## config.mk

```make
export PLATFORM = sky130hd
export DESIGN_NAME = spi_target
export DESIGN_NICKNAME = d
export VERILOG_FILES = /design/src/rtl/sonata_pkg.sv /design/src/rtl/spi_target_sync.sv /design/src/rtl/spi_target.sv
export SDC_FILE = /design/constraint.sdc
export NUM_CORES = 1
export LEC_CHECK = 0
export BUFFER_PORTS_ARGS = -buffer_cell sky130_fd_sc_hd__clkbuf_2
export CAP_MARGIN = 20
export CORE_ASPECT_RATIO = 0.9
export CORE_MARGIN = 2
export CORE_UTILIZATION = 42
export DETAILED_ROUTE_END_ITERATION = 12
export PLACE_DENSITY = 0.6
export SLEW_MARGIN = 10
export SYNTH_ARGS = -nofsm -noshare
export SYNTH_HDL_FRONTEND = slang
export SYNTH_SLANG_ARGS = --single-unit
```

## constraint.sdc

```tcl
create_clock -name clk_i -period 2.16 [get_ports clk_i]
set_input_delay 0.216 -clock clk_i [delete_from_list [all_inputs] [get_ports clk_i]]
set_output_delay 0.216 -clock clk_i [all_outputs]
set_load 0.005 [all_outputs]
```

## src/rtl/sonata_pkg.sv

```systemverilog
`default_nettype none
// ============================================================================
// Module   : sonata_pkg
// Brief    : Shared SPI typedefs and bit-ordering helpers for the Sonata SPI
//            target block.
// Revision : 1.0  initial release
// ============================================================================
package sonata_pkg;

   // Target-side transfer state: selected (ACTIVE) or not (IDLE).
   typedef enum logic [0:0] {
      IDLE   = 1'b0,
      ACTIVE = 1'b1
   } spi_target_state_e;

   // Synchroniser reset values, packed as {sclk, cs_n, copi}.
   // CS idles high so no spurious select is seen out of reset.
   localparam logic [2:0] SpiSyncRstVal = 3'b010;

   // First bit of a byte on the wire for the given ordering.
   function automatic logic spi_first_bit(input logic [7:0] b, input logic msb_first);
      return msb_first ? b[7] : b[0];
   endfunction

   // Drop the bit just presented; fill with 1 so an exhausted register idles high.
   function automatic logic [7:0] spi_shift_out(input logic [7:0] b, input logic msb_first);
      return msb_first ? {b[6:0], 1'b1} : {1'b1, b[7:1]};
   endfunction

   // Append a received bit so that after 8 bits the byte is in natural order.
   function automatic logic [7:0] spi_shift_in(input logic [7:0] b, input logic bit_i,
                                               input logic msb_first);
      return msb_first ? {b[6:0], bit_i} : {bit_i, b[7:1]};
   endfunction

endpackage : sonata_pkg
`default_nettype wire

```

## src/rtl/spi_target_sync.sv

```systemverilog
`default_nettype none
// ============================================================================
// Module   : spi_target_sync
// Brief    : N-bit multi-stage synchroniser for asynchronous SPI pins, with a
//            per-bit reset value.
// Revision : 1.0  initial release
// ============================================================================
module spi_target_sync #(
   parameter int unsigned      Width    = 1,
   parameter int unsigned      Stages   = 2,
   parameter logic [Width-1:0] ResetVal = '0
) (
   input  logic             clk_i,
   input  logic             rst_ni,
   input  logic [Width-1:0] d_i,
   output logic [Width-1:0] q_o
);

   logic [Width-1:0] sync_q [Stages];

   // Shift the raw pins through the flop chain, one stage per clock.
   always_ff @(posedge clk_i or negedge rst_ni) begin
      if (!rst_ni) begin
         for (int i = 0; i < Stages; i++) begin
            sync_q[i] <= ResetVal;
         end
      end else begin
         sync_q[0] <= d_i;
         for (int i = 1; i < Stages; i++) begin
            sync_q[i] <= sync_q[i-1];
         end
      end
   end

   assign q_o = sync_q[Stages-1];

endmodule : spi_target_sync
`default_nettype wire

```

## src/rtl/spi_target.sv

```systemverilog
`default_nettype none
// ============================================================================
// Module   : spi_target
// Brief    : SPI mode-0 target with 8-bit frames, oversampled by clk_i, and
//            valid/ready byte streams for RX and TX.
// Revision : 1.0  initial release
// ============================================================================
module spi_target
   import sonata_pkg::*;
#(
   parameter int unsigned SyncStages = 2,
   parameter logic        MsbFirst   = 1'b1,
   parameter logic [7:0]  TxIdleByte = 8'hFF
) (
   input  logic       clk_i,
   input  logic       rst_ni,
   input  logic       sclk_i,
   input  logic       cs_ni,
   input  logic       copi_i,
   output logic       cipo_o,
   output logic       cipo_en_o,
   output logic [7:0] rx_data_o,
   output logic       rx_valid_o,
   input  logic       rx_ready_i,
   input  logic [7:0] tx_data_i,
   input  logic       tx_valid_i,
   output logic       tx_ready_o,
   output logic       rx_overflow_o,
   output logic       tx_underrun_o,
   output logic       xfer_end_o
);

   // ---------------------------------------------------------------------
   // Pin synchronisation and edge detection
   // ---------------------------------------------------------------------
   logic sclk_s, cs_n_s, copi_s;
   logic sclk_prev_q, cs_n_prev_q;

   spi_target_sync #(
      .Width    (3),
      .Stages   (SyncStages),
      .ResetVal (SpiSyncRstVal)
   ) u_sync (
      .clk_i  (clk_i),
      .rst_ni (rst_ni),
      .d_i    ({sclk_i, cs_ni, copi_i}),
      .q_o    ({sclk_s, cs_n_s, copi_s})
   );

   // Remember the previous synced SCLK/CS sample for edge detection.
   always_ff @(posedge clk_i or negedge rst_ni) begin
      if (!rst_ni) begin
         sclk_prev_q <= 1'b0;
         cs_n_prev_q <= 1'b1;
      end else begin
         sclk_prev_q <= sclk_s;
         cs_n_prev_q <= cs_n_s;
      end
   end

   logic sclk_rise, sclk_fall, cs_fall, cs_rise;
   assign sclk_rise = sclk_s & ~sclk_prev_q;
   assign sclk_fall = ~sclk_s & sclk_prev_q;
   assign cs_fall   = ~cs_n_s & cs_n_prev_q;
   assign cs_rise   = cs_n_s & ~cs_n_prev_q;

   // ---------------------------------------------------------------------
   // Datapath and control state
   // ---------------------------------------------------------------------
   spi_target_state_e state_q, state_d;
   logic [2:0] bit_cnt_q,   bit_cnt_d;
   logic [7:0] rx_shift_q,  rx_shift_d;
   logic [7:0] rx_data_q,   rx_data_d;
   logic       rx_valid_q,  rx_valid_d;
   logic [7:0] tx_shift_q,  tx_shift_d;
   logic       cipo_q,      cipo_d;
   logic [7:0] tx_hold_q,   tx_hold_d;
   logic       tx_full_q,   tx_full_d;
   logic       load_pend_q, load_pend_d;
   logic       rx_ovf_q,    rx_ovf_d;
   logic       tx_und_q,    tx_und_d;
   logic       xfer_end_q,  xfer_end_d;

   logic       do_load;
   logic       rx_done;
   logic [7:0] rx_byte;
   logic [7:0] load_byte;

   // Next-state logic: FSM, bit counter, shift registers and both handshakes.
   always_comb begin
      state_d     = state_q;
      bit_cnt_d   = bit_cnt_q;
      rx_shift_d  = rx_shift_q;
      rx_data_d   = rx_data_q;
      rx_valid_d  = rx_valid_q;
      tx_shift_d  = tx_shift_q;
      cipo_d      = cipo_q;
      tx_hold_d   = tx_hold_q;
      tx_full_d   = tx_full_q;
      load_pend_d = load_pend_q;
      rx_ovf_d    = 1'b0;
      tx_und_d    = 1'b0;
      xfer_end_d  = 1'b0;
      do_load     = 1'b0;
      rx_done     = 1'b0;
      rx_byte     = spi_shift_in(rx_shift_q, copi_s, MsbFirst);
      load_byte   = TxIdleByte;

      // Consumer took the current byte; a byte landing this cycle re-sets valid below.
      if (rx_valid_q && rx_ready_i) begin
         rx_valid_d = 1'b0;
      end

      case (state_q)
         IDLE: begin
            // SCLK activity while deselected is ignored.
            if (cs_fall) begin
               state_d     = ACTIVE;
               bit_cnt_d   = 3'd0;
               rx_shift_d  = 8'h00;
               load_pend_d = 1'b0;
               do_load     = 1'b1;
            end
         end
         ACTIVE: begin
            if (cs_rise) begin
               // Deselect wins over any coincident SCLK edge; partial bytes are dropped.
               state_d     = IDLE;
               xfer_end_d  = 1'b1;
               bit_cnt_d   = 3'd0;
               rx_shift_d  = 8'h00;
               load_pend_d = 1'b0;
               tx_shift_d  = 8'hFF;
               cipo_d      = 1'b1;
            end else if (sclk_rise) begin
               rx_shift_d = rx_byte;
               bit_cnt_d  = bit_cnt_q + 3'd1;
               if (bit_cnt_q == 3'd7) begin
                  rx_done     = 1'b1;
                  load_pend_d = 1'b1;
               end
            end else if (sclk_fall) begin
               if (load_pend_q) begin
                  do_load     = 1'b1;
                  load_pend_d = 1'b0;
               end else begin
                  cipo_d     = spi_first_bit(tx_shift_q, MsbFirst);
                  tx_shift_d = spi_shift_out(tx_shift_q, MsbFirst);
               end
            end
         end
         default: state_d = IDLE;
      endcase

      // Completed byte: deliver if the output register is free or being drained.
      if (rx_done) begin
         if (!rx_valid_q || rx_ready_i) begin
            rx_data_d  = rx_byte;
            rx_valid_d = 1'b1;
         end else begin
            rx_ovf_d = 1'b1;
         end
      end

      // TX load takes priority over filling the holding register; a byte offered
      // while the holding register is empty goes straight to the shifter.
      if (do_load) begin
         if (tx_full_q) begin
            load_byte = tx_hold_q;
            tx_full_d = 1'b0;
         end else if (tx_valid_i) begin
            load_byte = tx_data_i;
         end else begin
            load_byte = TxIdleByte;
            tx_und_d  = 1'b1;
         end
         cipo_d     = spi_first_bit(load_byte, MsbFirst);
         tx_shift_d = spi_shift_out(load_byte, MsbFirst);
      end else if (tx_valid_i && !tx_full_q) begin
         tx_hold_d = tx_data_i;
         tx_full_d = 1'b1;
      end
   end

   // State registers.
   always_ff @(posedge clk_i or negedge rst_ni) begin
      if (!rst_ni) begin
         state_q     <= IDLE;
         bit_cnt_q   <= 3'd0;
         rx_shift_q  <= 8'h00;
         rx_data_q   <= 8'h00;
         rx_valid_q  <= 1'b0;
         tx_shift_q  <= 8'hFF;
         cipo_q      <= 1'b1;
         tx_hold_q   <= 8'h00;
         tx_full_q   <= 1'b0;
         load_pend_q <= 1'b0;
         rx_ovf_q    <= 1'b0;
         tx_und_q    <= 1'b0;
         xfer_end_q  <= 1'b0;
      end else begin
         state_q     <= state_d;
         bit_cnt_q   <= bit_cnt_d;
         rx_shift_q  <= rx_shift_d;
         rx_data_q   <= rx_data_d;
         rx_valid_q  <= rx_valid_d;
         tx_shift_q  <= tx_shift_d;
         cipo_q      <= cipo_d;
         tx_hold_q   <= tx_hold_d;
         tx_full_q   <= tx_full_d;
         load_pend_q <= load_pend_d;
         rx_ovf_q    <= rx_ovf_d;
         tx_und_q    <= tx_und_d;
         xfer_end_q  <= xfer_end_d;
      end
   end

   assign cipo_o        = cipo_q;
   assign cipo_en_o     = (state_q == ACTIVE);
   assign rx_data_o     = rx_data_q;
   assign rx_valid_o    = rx_valid_q;
   assign tx_ready_o    = ~tx_full_q;
   assign rx_overflow_o = rx_ovf_q;
   assign tx_underrun_o = tx_und_q;
   assign xfer_end_o    = xfer_end_q;

endmodule : spi_target
`default_nettype wire

```

==> impl_metrics.json <==
{
  "first_pass_iters": 4,
  "cts_root_buf": "clkbuf_8",
  "ios": 30,
  "synth_edf_count": 0,
  "hold_path.class": "in -> reg",
  "grt_pass1_wl_mm": 6.65,
  "antenna_found_initial": 0,
  "max_freq_ghz": 0.508,
  "p_sw_frac": 0.245,
  "async_flop_share": 1.00,
  "row_count": 24,
  "grt_max_degree": 41,
  "finalHoldViolations": 0,
  "clk_latency_ps": 290,
  "whs_path_depth": 1,
  "p_total_mw": 2.01,
  "finalWirelength_mm": 3.81,
  "crit_type": "reg -> reg",
  "fp.dieH_um": 70.0,
  "synth_flop_cell": "dfrtp_1",
  "wl_per_cell_um": 14.4,
  "drv_slew": 0,
  "rsz0062_at_grt": "false",
  "fillers": 436,
  "ir_worst_vdd_uv": 334,
  "gp_congestion": 0.752,
  "r2r_end": "rx_data_o[2]",
  "worst_r2r_path_depth": 5,
  "p_seq_frac": 0.573,
  "internal-power_mw": 1.52,
  "drv_cap": 0,
  "numCtsBuffers": 5,
  "clock_sinks": 49,
  "die_x_um": 77.4,
  "io_buffers": 29,
  "crit_fanout": 13,
  "setup-violations-final": 0,
  "dieArea_sq_um": 5420,
  "synth_cells": 164,
  "fin_crit_ps": 1970,
  "p_sw_mw": 0.492,
  "drc_errors": 0,
  "grt_usage": 0.154,
  "fin_skew_ps": 9.26,
  "yosys_warnings": 0,
  "drive_gt1_frac": 0.355,
  "cp-end-kind": "register",
  "nNetsFinal": 216,
  "tritoncts": "done",
  "status": "completed",
  "fin_cells": 265,
  "htreeDepth": 2,
  "vias": 1353,
  "synth_area_leader_cell": "dfrtp_1",
  "drtAntennaViolNets": 0,
  "ys_seq_area_frac": 0.609,
  "synth_cell_types": 32,
  "place_area_sq_um": 2270,
  "r2r_slack_ps": 190,
  "synth_nets": 181,
  "arrival_ps": 2150,
  "worstReg2RegStart": "cipo_en_o",
  "p_leak_nw": 1.13,
  "gr-total-overflow": 0,
  "n_antenna_cell": 0,
  "slew-limit-headroom": 0.621,
  "cts_setup_buffers": 0,
  "ys_seq_elements": 49,
  "start_util": 0.429,
  "worst-slew-pin-transition_ps": 565,
  "startpoint_type": "register",
  "power_frac_comb": 0.160,
  "clk_path_buf_depth": 2,
  "via_per_inst": 5.11,
  "syn_to_final_growth_pct": 17.1,
  "placed_cells_incl_taps": 255,
  "hpwl_mm": 2.78,
  "setup_tns_ps": 0,
  "clockPowerShare": 0.267,
  "mostFrequentLayoutCell": "dfrtp_1",
  "core_sq_um": 4740,
  "hold_end": "u_sync.sync_q[3]",
  "syn-mean-instance-area_sq_um": 12.4,
  "hp-start": "copi_i",
  "required_ps": 2340,
  "power_density_nw_per_um2": 842,
  "first_global_vias": 1412,
  "synthTopCellsByArea": "dfrtp_1, dfstp_2, mux2_2",
  "netlist_area_sq_um": 2040,
  "final_cell_area_sq_um": 2380,
  "drtIter0Drc": 72,
  "path_clk_slew_ps": 90,
  "netlist.area_leader.share": 0.467,
  "final_cell_mix": "dfrtp_1, clkbuf_2, mux2_2",
  "fin_crit_sh": 0.912
}
## flip-flops by register name (all words and copies together) (netlist names), 3 cells and up
register       flops
rx_shift_q         7
tx_shift_q         7
rx_data_o          8
bit_cnt_q          3
tx_hold_q          8
u_sync.q_o         3
u_sync.sync_q      3
## metal layers
| metal | GRT usage | routed length (um) |
|---|---|---|
| met1 | 0.212 | 1900 |
| met2 | 0.242 | 1730 |
| met4 | 0.0417 | 17 |
| met5 | 0 | 0 |
| met3 | 0.0439 | 161 |
## cell families after synthesis
group           share of synthesized area
mux                                 0.122
fa+ha+maj                          0.0123
buf+inv                            0.0277
compound gates                     0.0953
simple gates                        0.134
flops                               0.609
## power groups by stage
stage	combinational [mW]	clock, mW	sequential [mW]
2_1_floorplan	0.227	0	1.15
3_3_place_gp	0.308	0	1.16
3_5_place_dp	0.321	0	1.17
4_1_cts	0.326	0.561	1.15
5_1_grt	0.356	0.600	1.17
6_report	0.321	0.536	1.15
## timing repair
| item | CTS | global route |
|---|---|---|
| gates resized for setup | 1 | 0 |
| setup endpoints to repair | 5 | 0 |
| endpoints found under the hold margin | 10 | 0 |
| hold buffers | 2 | 0 |
## synth_stat cells (4+ instances only)
library cell  number
o21ai_0            4
nor2_1             6
nand3_1           12
o22ai_1            7
nand4_1            7
nand2_1           11
inv_1              5
clkbuf_1           5
dfstp_2           11
mux2_2            14
mux2_1             8
dfrtp_1           38
a2bb2oi_1          7
## through the flow
step | util | hold WS, ps | setup slack [ps]
global placement | 0.478 | 85.9 | 106
finish | 0.503 | 21.4 | 190
floorplan | - | -79.6 | 553
global route | 0.503 | 13.8 | 20.9
CTS | 0.503 | 12.0 | 182
detailed placement | 0.478 | 85.0 | -7.22
## worst max-delay path, cell delays in order (launching register included)
cell and delay, ps:
dfrtp_1 590, inv_1 160, buf_4 180, nor2_2 230, nand4_2 320, mux2_2 370
## cell type report
type | instances | area (sq um) | area share
well taps | 65 | 81.3 | 0.0341
inverters | 6 | 22.5 | 0.00944
multi-input cells | 101 | 748 | 0.314
flip-flops and latches | 49 | 1240 | 0.520
repair buffers | 36 | 203 | 0.0850
clock buffers | 8 | 90.1 | 0.0378
## how the worst max path moves through the flow
stage / startpoint / to / depth (start not counted)
global placement: cs_n_prev_q / tx_hold_q[2] / 4
global route: cipo_en_o / rx_data_o[3] / 5
finish: cipo_en_o / rx_data_o[2] / 5
CTS: cipo_en_o / tx_hold_q[2] / 4
floorplan: cs_n_prev_q / cipo_o / 5
detailed placement: cipo_en_o / tx_hold_q[2] / 4
Power figures use the tool's default switching activity.
